File: src/rtl/down_timer.sv
// Loadable down-counting timer with prescaler, one-shot or auto-reload mode,
// and a registered one-cycle terminal-count pulse.
//
// state | meaning
// IDLE  | holding q, not counting
// RUN   | counting down once per prescaled tick
module down_timer #(
  parameter int WIDTH   = 4,
  parameter int PRESC_W = 4
) (
  input  logic               clk,
  input  logic               reset,
  input  logic               load,
  input  logic [WIDTH-1:0]   load_value,
  input  logic               start,
  input  logic               stop,
  input  logic               auto_reload,
  input  logic [PRESC_W-1:0] prescale,
  output logic [WIDTH-1:0]   q,
  output logic               busy,
  output logic               tc
);

  typedef enum logic {IDLE = 1'b0, RUN = 1'b1} state_t;

  state_t             state, state_nxt;
  logic [WIDTH-1:0]   q_nxt;
  logic [WIDTH-1:0]   reload_reg, reload_nxt;
  logic [PRESC_W-1:0] presc_cnt, presc_nxt;
  logic               tc_nxt;

  always_ff @(posedge clk or posedge reset) begin
    if (reset) begin
      state      <= IDLE;
      q          <= '0;
      reload_reg <= '0;
      presc_cnt  <= '0;
      tc         <= 1'b0;
    end else begin
      state      <= state_nxt;
      q          <= q_nxt;
      reload_reg <= reload_nxt;
      presc_cnt  <= presc_nxt;
      tc         <= tc_nxt;
    end
  end

  always_comb begin
    state_nxt  = state;
    q_nxt      = q;
    reload_nxt = reload_reg;
    presc_nxt  = presc_cnt;
    tc_nxt     = 1'b0;
    if (load) begin
      q_nxt      = load_value;
      reload_nxt = load_value;
      presc_nxt  = '0;
      if (state == RUN && load_value == '0)
        state_nxt = IDLE;
    end else if (stop) begin
      if (state == RUN) begin
        state_nxt = IDLE;
        presc_nxt = '0;
      end
    end else if (start && state == IDLE) begin
      if (q != '0) begin
        state_nxt = RUN;
        presc_nxt = '0;
      end
    end else if (state == RUN) begin
      // >= keeps a live shrink of prescale from stalling the prescaler
      if (presc_cnt >= prescale) begin
        presc_nxt = '0;
        if (q > WIDTH'(1)) begin
          q_nxt = q - WIDTH'(1);
        end else if (q == WIDTH'(1)) begin
          tc_nxt = 1'b1;
          if (auto_reload && reload_reg != '0) begin
            q_nxt = reload_reg;
          end else begin
            q_nxt     = '0;
            state_nxt = IDLE;
          end
        end
      end else begin
        presc_nxt = presc_cnt + PRESC_W'(1);
      end
    end
  end

  assign busy = (state == RUN);

endmodule
File: config.mk
export PLATFORM = sky130hd
export DESIGN_NAME = down_timer
export DESIGN_NICKNAME = d
export VERILOG_FILES = /design/src/rtl/down_timer.sv
export SDC_FILE = /design/constraint.sdc
export NUM_CORES = 1
export LEC_CHECK = 0
export BUFFER_PORTS_ARGS = -buffer_cell sky130_fd_sc_hd__buf_2
export CAP_MARGIN = 20
export CORE_MARGIN = 1
export CORE_UTILIZATION = 48
export DETAILED_ROUTE_END_ITERATION = 12
export MAX_ROUTING_LAYER = met4
export PLACE_DENSITY_LB_ADDON = 0.2
export SYNTH_ARGS = -nofsm -noshare
export SYNTH_HDL_FRONTEND = slang
export SYNTH_SLANG_ARGS = --single-unit
File: constraint.sdc
create_clock -name clk -period 3 [get_ports clk]
set_input_delay 0.15 -clock clk [delete_from_list [all_inputs] [get_ports clk]]
set_output_delay 0.15 -clock clk [all_outputs]
set_load 0.005 [all_outputs]
# ---- After elaboration in Yosys (flattened, before gate mapping)
# Cells that the tools add are included.
dict set report word_totals {
  ff_bits 14
  inputBits 14
  output_inout_bits 6
  word_cells 61
}
dict set report op_classes {
  addsub 2
  order_cmp 2
  eq_ne 6
  n_mux 32
  n_bitwise 1
  reduce_logical 13
}
# operator n
set ops {}
lappend ops {{$mux 4} 15}
lappend ops {{$mux 1} 17}
lappend ops {{$reduce_bool 4->1} 2}
lappend ops {{$reduce_bool 3->1} 2}
lappend ops {{$reduce_and 5->1} 1}
lappend ops {{$add 4x1->4 const B} 1}
lappend ops {{$eq 4x1->1 const B} 1}
lappend ops {{$ge 4x4->1} 1}
lappend ops {{$gt 4x1->1 const B} 1}
lappend ops {{$logic_not 4->1} 1}
lappend ops {{$ne 2x2->1 const B} 2}
lappend ops {{$ne 4x3->1 const B} 1}
lappend ops {{$reduce_bool 2->1} 2}
lappend ops {{$sub 4x1->4 const B} 1}
lappend ops {{$logic_and 1x1->1} 3}
lappend ops {{$ne 3x2->1 const B} 1}
lappend ops {{$reduce_and 3->1} 1}
lappend ops {{$ne 2x1->1 const B} 1}
lappend ops {{$reduce_and 2->1} 1}
lappend ops {{$not 1->1} 1}

# ---- Depth between registers and ports, before layout
# Gate-level depths: netlist of run 1.
dict set report logic_depth {
  ltp_word 10
  ltp_mapped 7
  ltp_nobuf 7
}

# ---- Worst setup path before layout of run 1
# No wires, ideal clock.
dict set report synth_path {
  path_type {register to register}
  from {reg presc_cnt[0]}
  to {reg presc_cnt[2]}
  setup_time_ns 0.078
  arrival_ns 1.814
  required_time_ns 2.922
  path_slack_ns 1.108
  stages_incl_launch_ff 8
  path_buffers 0
  synth_period_minus_slack_ns 1.892
  cell_sequence {dfrtp_1 inv_1 ha_1 nand2b_4 a2111oi_4 nor2_2 or4_4 o2bb2ai_1}
}
dict set report synth_between {
  elab_chain_cells 6
  elab_cells_between_ends 7
  classes_between {add/sub: 1; order compare: 1; mux: 5}
}
# item line_no
set synth_lines {}
lappend synth_lines {{start, declared} 29} ;# logic [PRESC_W-1:0] presc_cnt, presc_nxt;
lappend synth_lines {{start signal, assigned} 43} ;# presc_cnt <= presc_nxt;
lappend synth_lines {{$add 4x1->4 or $ge 4x4->1 (tied branches)} {86, 72}}
lappend synth_lines {{$mux 4 *} 72} ;# if (presc_cnt >= prescale) begin
lappend synth_lines {{$mux 4 *} 70} ;# end else if (state == RUN) begin
lappend synth_lines {{$mux 4 *} 65} ;# end else if (start && state == IDLE) begin
lappend synth_lines {{$mux 4 *} 60} ;# end else if (stop) begin
lappend synth_lines {{$mux 4 *} 54} ;# if (load) begin
# Every way passes the cells marked *; elsewhere a longest branch is shown, timed or not. The select of a mux whose other input is x is not followed.
# A chain may end at the register's enable or synchronous reset.

# ---- Worst setup path after layout of run 1
dict set report layout_path {
  from {reg presc_cnt[0]}
  to {reg q[3]}
}
dict set report layout_between {
  elab_chain_cells 3
}
# item line_no
set layout_lines {}
lappend layout_lines {{$ge 4x4->1} 72}
lappend layout_lines {{$reduce_bool 2->1 (no source line)} --}
lappend layout_lines {{$reduce_and 5->1 (no source line)} --}
lappend layout_lines {{end signal, assigned} 41} ;# q <= q_nxt;
lappend layout_lines {{end, declared} 19} ;# output logic [WIDTH-1:0] q,
# Every way passes these cells.

==> results of run 1 <==
==> layer usage <==
| layer | vias to the layer above | GRT usage |
|---|---|---|
| met5 | - | - |
| met4 | 0 | 0.0706 |
| met3 | 2 | 0.0353 |
| met2 | 35 | 0.325 |
| met1 | 410 | 0.344 |
| li1 | 428 | - |
==> layout by cell type, fill, tap and decap left out, types with 2 or more instances in the layout <==
cell,instances
a21oi_1,2
buf_2,19
clkbuf_4,3
dfrtp_1,14
ha_1,7
inv_1,15
mux2i_1,2
nand2_1,10
nand3_1,3
nand4b_1,2
nor2_1,8
nor2b_1,2
nor3_1,3
o21a_1,2
o21ai_0,7
o21ai_1,2
o311ai_1,3
o41ai_1,3
==> final cells by class <==
type	instances	area [um^2]
inverter	15	56.3
timing repair buffer	20	105
fill	158	667
tap	25	31.3
sequential	14	350
clock buffer	4	36.3
multi-input combinational	75	537
==> through the flow <==
| stage | setup slack [ns] | instances |
|---|---|---|
| floorplan | 1.11 | 106 |
| global placement | 1.03 | 148 |
| detailed placement | 0.947 | 148 |
| CTS | 0.930 | 153 |
| global route | 0.836 | 153 |
| finish | 0.936 | 153 |
==> final timing paths <==
check / start / end / slack (ns) / depth (start not counted)
hold reg to reg: reload_reg[2] / reload_reg[2] / 0.56 / 2
max in group asynchronous: reset / busy / 2.19 / 3
min in group asynchronous: reset / reload_reg[0] / 0.44 / 3
hold / removal: load_value[1] / reload_reg[1] / 0.14 / 3
setup / recovery: presc_cnt[0] / q[3] / 0.94 / 7
setup reg to reg: presc_cnt[0] / q[3] / 0.94 / 7
==> power groups by stage <==
stage / Sequential, uW / Combinational [uW] / Clock, uW
floorplan: 216 / 64.6 / 0
global placement: 218 / 92.8 / 0
detailed placement: 219 / 95.9 / 0
CTS: 215 / 97.1 / 141
global route: 217 / 109 / 151
finish: 215 / 97.0 / 139
==> timing repair <==
| item | CTS | global route |
|---|---|---|
| hold buffers | 1 | 0 |
| gates resized for setup | 0 | 0 |
| setup buffers | 0 | 0 |
| hold endpoints to repair | 14 | 0 |
==> worst register-to-register path, stage by stage, from the launching register on <==
cell       delay (ns)
dfrtp_1          0.43
inv_1            0.06
ha_1             0.27
nand2b_4         0.12
a2111oi_4        0.07
nor3_1           0.56
a21oi_1          0.17
o31ai_1          0.28
==> kinds of logic (layout without fill, tap and decap cells) <==
kind of cell,Yosys count,after routing,share of synthesized area
and+or+nand+nor,36,36,0.203
AOI/OAI and AO/OA,30,30,0.249
buffers and inverters,17,39,0.0671
DFF,14,14,0.368
adders and majority gates,7,7,0.0921
muxes,2,2,0.0211
==> impl_metrics.json, run 1 <==
{
  "status": "finished, final reports clean",
  "cp-end-kind": "register",
  "setup_viol": 0,
  "layout.cell_area.non_filler_um2": 1120,
  "io_buffers": 19,
  "htree_num_levels": 1,
  "ant_nets": 0,
  "critPathSlowestCell": "nor3_1",
  "clk_latency_ns": 0.28,
  "synth_cell_types": 36,
  "p_leak_uw": 0.000543,
  "power.internal_uw": 318,
  "critical-path-top-delay-family": "simple AND/OR/NAND/NOR gates",
  "clk_pin_slew_ns": 0.09,
  "synth_common_cells": "inv_1 (15), dfrtp_1 (14), nand2_1 (10), nor2_1 (8)",
  "dr.max_layer_used": "met4",
  "cts_buffers": 3,
  "grt_max_degree": 20,
  "crit_arrival_ns": 2.25,
  "fp.dieW_um": 46.5,
  "criticalPathCategory": "reg -> reg",
  "cellPowerDensity_nw_per_um2": 405,
  "critical_path_required_ns": 3.19,
  "tightestPinTransition_ns": 0.668,
  "fp.dieArea_um2": 2160,
  "slew_viol_final": 0,
  "synth_top_area_cell": "dfrtp_1",
  "syn-num-nets": 127,
  "total_power_uw": 452,
  "cts_tree": "built",
  "synth-seq-cells": 14,
  "hold_ws_ns": 0.136,
  "syn_inst": 106,
  "fp.dieH_um": 46.5,
  "max_cap_violations": 0,
  "fin_tns_setup_ns": 0,
  "slowest_delay_ns": 0.56,
  "drc": 0,
  "min_path_type": "in -> reg",
  "wl_met3_um": 147,
  "cp_cell_sequence": "inv_1 > ha_1 > nand2b_4 > a2111oi_4 > nor3_1 > a21oi_1 > o31ai_1",
  "ios": 20,
  "diodes": 0,
  "placed_area_um2": 1070,
  "synth_top_cell_area_share": 0.368,
  "max_clock_freq_mhz": 484,
  "synth_area_um2": 951,
  "yosysMostFrequentCell": "inv_1",
  "hold_violations": 0,
  "rows": 15,
  "start_kind": "register",
  "synthArstFlopShare": 1.00,
  "grt_setup_unrepaired": "false",
  "wl_met1_um": 1040,
  "post-route-util": 0.626,
  "dr.pass1.iters": 4,
  "grt_overflow_total": 0,
  "p_sw_uw": 134,
  "viasPerCell": 5.72,
  "drt-initial-drc-count": 34,
  "clock_path_buffers": 2,
  "area_growth_pct": 17.4,
  "root_buffer": "clkbuf_4",
  "finalCritPeriodShare": 0.688,
  "timing.slew.headroom": 0.551,
  "grt_pass1_wl_um": 3420,
  "clock-sinks": 14,
  "grt_usage": 0.234,
  "layout-drive-gt1-share": 0.219,
  "avgSynthCellArea_um2": 8.97,
  "route.met2.wl_um": 976,
  "finalNetCount": 150,
  "synth_warnings": 0,
  "routedWlPerCell_um": 14.2,
  "grt_pass1_vias": 766,
  "hpwl_um": 1690,
  "cp_max_fo": 8,
  "combPwrFrac": 0.215,
  "ys.flop_type": "dfrtp_1",
  "clkPwrFrac": 0.308,
  "p_seq_frac": 0.477,
  "finalCriticalPeriod_ns": 2.06,
  "core_area_um2": 1780,
  "ys_seq_area_frac": 0.368,
  "gp_congestion": 0.836,
  "via_count": 875,
  "wl_um": 2170,
  "synthTopCellsByArea": "dfrtp_1 (37%), ha_1 (9.2%), inv_1 (5.9%)",
  "vdd_ir_drop_max_uv": 247,
  "synth-edff-count": 0,
  "initial_core_util": 0.533,
  "grt_antenna_before_repair": 0,
  "swShare": 0.296,
  "skew_ns": 0.00183,
  "cp_num_buf_inv": 1
}
Power figures use the tool's default switching activity.
==> run 2: changes to the inputs <==
clock period = 2 ns   (was 3 ns; I/O delays follow)
==> run 2 against run 1 <==
Net effect: setup slack got worse by 0.90 ns; clock skew fell by 0.00078 ns; fmax rose by 4.9%; sequential power rose by 49%; cell count rose by 4.6%; register-to-register slack got worse by 0.90 ns; non-clock buffer count rose by 7; flip-flop and latch count did not move; via count rose by 0.34%; worst hold slack got worse by 0.050 ns; sequential share of layout area fell by 2.2 points; final area rose by 7.5%; critical path type unchanged; largest cell class unchanged.
==> impl_metrics.json, run 2 (synthesized netlist as in run 1, its figures left out) <==
{
  "status": "finished, final reports clean",
  "total_power_uw": 699,
  "skew_ns": 0.00106,
  "wl_um": 2140,
  "routedWlPerCell_um": 13.4,
  "criticalPathCategory": "reg -> reg",
  "start_kind": "register",
  "grt_max_degree": 20,
  "slew_viol_final": 0,
  "min_path_type": "in -> reg",
  "cts_tree": "built",
  "fp.dieArea_um2": 2160,
  "r2r-start": "presc_cnt[0]",
  "io_buffers": 19,
  "hpwl_um": 1590,
  "htree_num_levels": 1,
  "critical_path_required_ns": 2.22,
  "cp-end-kind": "register",
  "clock_path_buffers": 2,
  "r2r-end": "presc_cnt[1]",
  "p_leak_uw": 0.000587,
  "layout_common_cells": "buf_2 (19), inv_1 (14), dfrtp_1 (14), nand2_1 (10), nor2_1 (8)",
  "fp.dieW_um": 46.5,
  "area_growth_pct": 26.2,
  "gp_congestion": 0.821,
  "crit_arrival_ns": 2.19,
  "cellPowerDensity_nw_per_um2": 582,
  "layout_commonest_cell": "buf_2",
  "instances_no_fill": 160,
  "hold_ws_ns": 0.0856,
  "setup_viol": 0,
  "min-delay-start": "load_value[3]",
  "grt_pass1_vias": 737,
  "diodes": 0,
  "max_clock_freq_mhz": 508,
  "drc": 0,
  "finalNetCount": 157,
  "grt_usage": 0.240,
  "viasPerCell": 5.49,
  "rows": 15,
  "drt-initial-drc-count": 28,
  "ios": 20,
  "fp.dieH_um": 46.5,
  "grt_pass1_wl_um": 3420,
  "rr_worst_depth": 7,
  "core_area_um2": 1780,
  "holdPathEnd": "q[3]",
  "finalCritPeriodShare": 0.984,
  "cp_max_fo": 3,
  "clk_pin_slew_ns": 0.09,
  "place_inst": 154,
  "timing.slew.headroom": 0.643,
  "layout-drive-gt1-share": 0.304,
  "grt_overflow_total": 0,
  "max_cap_violations": 0,
  "hold_violations": 0,
  "clk_latency_ns": 0.29,
  "finalCriticalPeriod_ns": 1.97,
  "dr.pass1.iters": 4,
  "via_count": 878,
  "root_buffer": "clkbuf_4",
  "vdd_ir_drop_max_uv": 344,
  "tightestPinTransition_ns": 0.535,
  "ant_nets": 0,
  "r2r_setup_slack_ns": 0.03,
  "initial_core_util": 0.533,
  "grt_antenna_before_repair": 0,
  "hold_depth": 3,
  "clock-sinks": 14,
  "cts_buffers": 3
}
## run 2: power by group
part	leakage [uW]	switching [uW]	internal [uW]	total, uW
sequential	0.000180	20.0	300	320
combinational	0.000385	87.7	78.5	166
clock	0.0000210	101	111	212
## run 2: area by class of cell
cell class                      count  area [um^2]
Sequential cell                    14          350
Multi-Input combinational cell     75          568
Timing Repair Buffer               27          158
Clock buffer                        4         36.3
Fill cell                         153          583
Inverter                           15         56.3
Tap cell                           25         31.3
## run 2: repair_timing
action | 4_1_cts | 5_1_grt
hold buffers | 1 | 0
hold endpoints to repair | 14 | 0
gates resized for setup | 0 | 6
buffers inserted | 0 | 1
setup endpoints to repair | 0 | 8
## run 2: stage by stage
stage	cell area, um^2	setup TNS [ns]	worst slack [ns]	utilization
floorplan	951	0	0.108	-
global placement	1110	0	0.0836	0.625
detailed placement	1110	0	0.0576	0.625
CTS	1160	0	0.0369	0.651
global route	1200	-0.0836	-0.0273	0.673
finish	1200	0	0.0326	0.673
## run 2: critical path: stages, from the launching register on
cell and delay, ns:
dfrtp_1 0.39, inv_2 0.07, ha_4 0.18, nand2b_4 0.14
a2111oi_4 0.40, nor2_2 0.11, or4_4 0.46, o21ai_2 0.15
## run 2: worst max-delay path by stage
stage | from | to | slack, ns
CTS | presc_cnt[0] | q[2] | 0.04
global route | presc_cnt[0] | presc_cnt[1] | -0.03
detailed placement | presc_cnt[0] | q[2] | 0.06
floorplan | presc_cnt[0] | presc_cnt[2] | 0.11
global placement | presc_cnt[0] | q[2] | 0.08
finish | presc_cnt[0] | presc_cnt[1] | 0.03
## run 2: layer usage
layer | wire, um | GRT usage
met1 | 1060 | 0.343
met2 | 964 | 0.319
met3 | 71 | 0.0471
met4 | 44 | 0.106
met5 | 0 | -
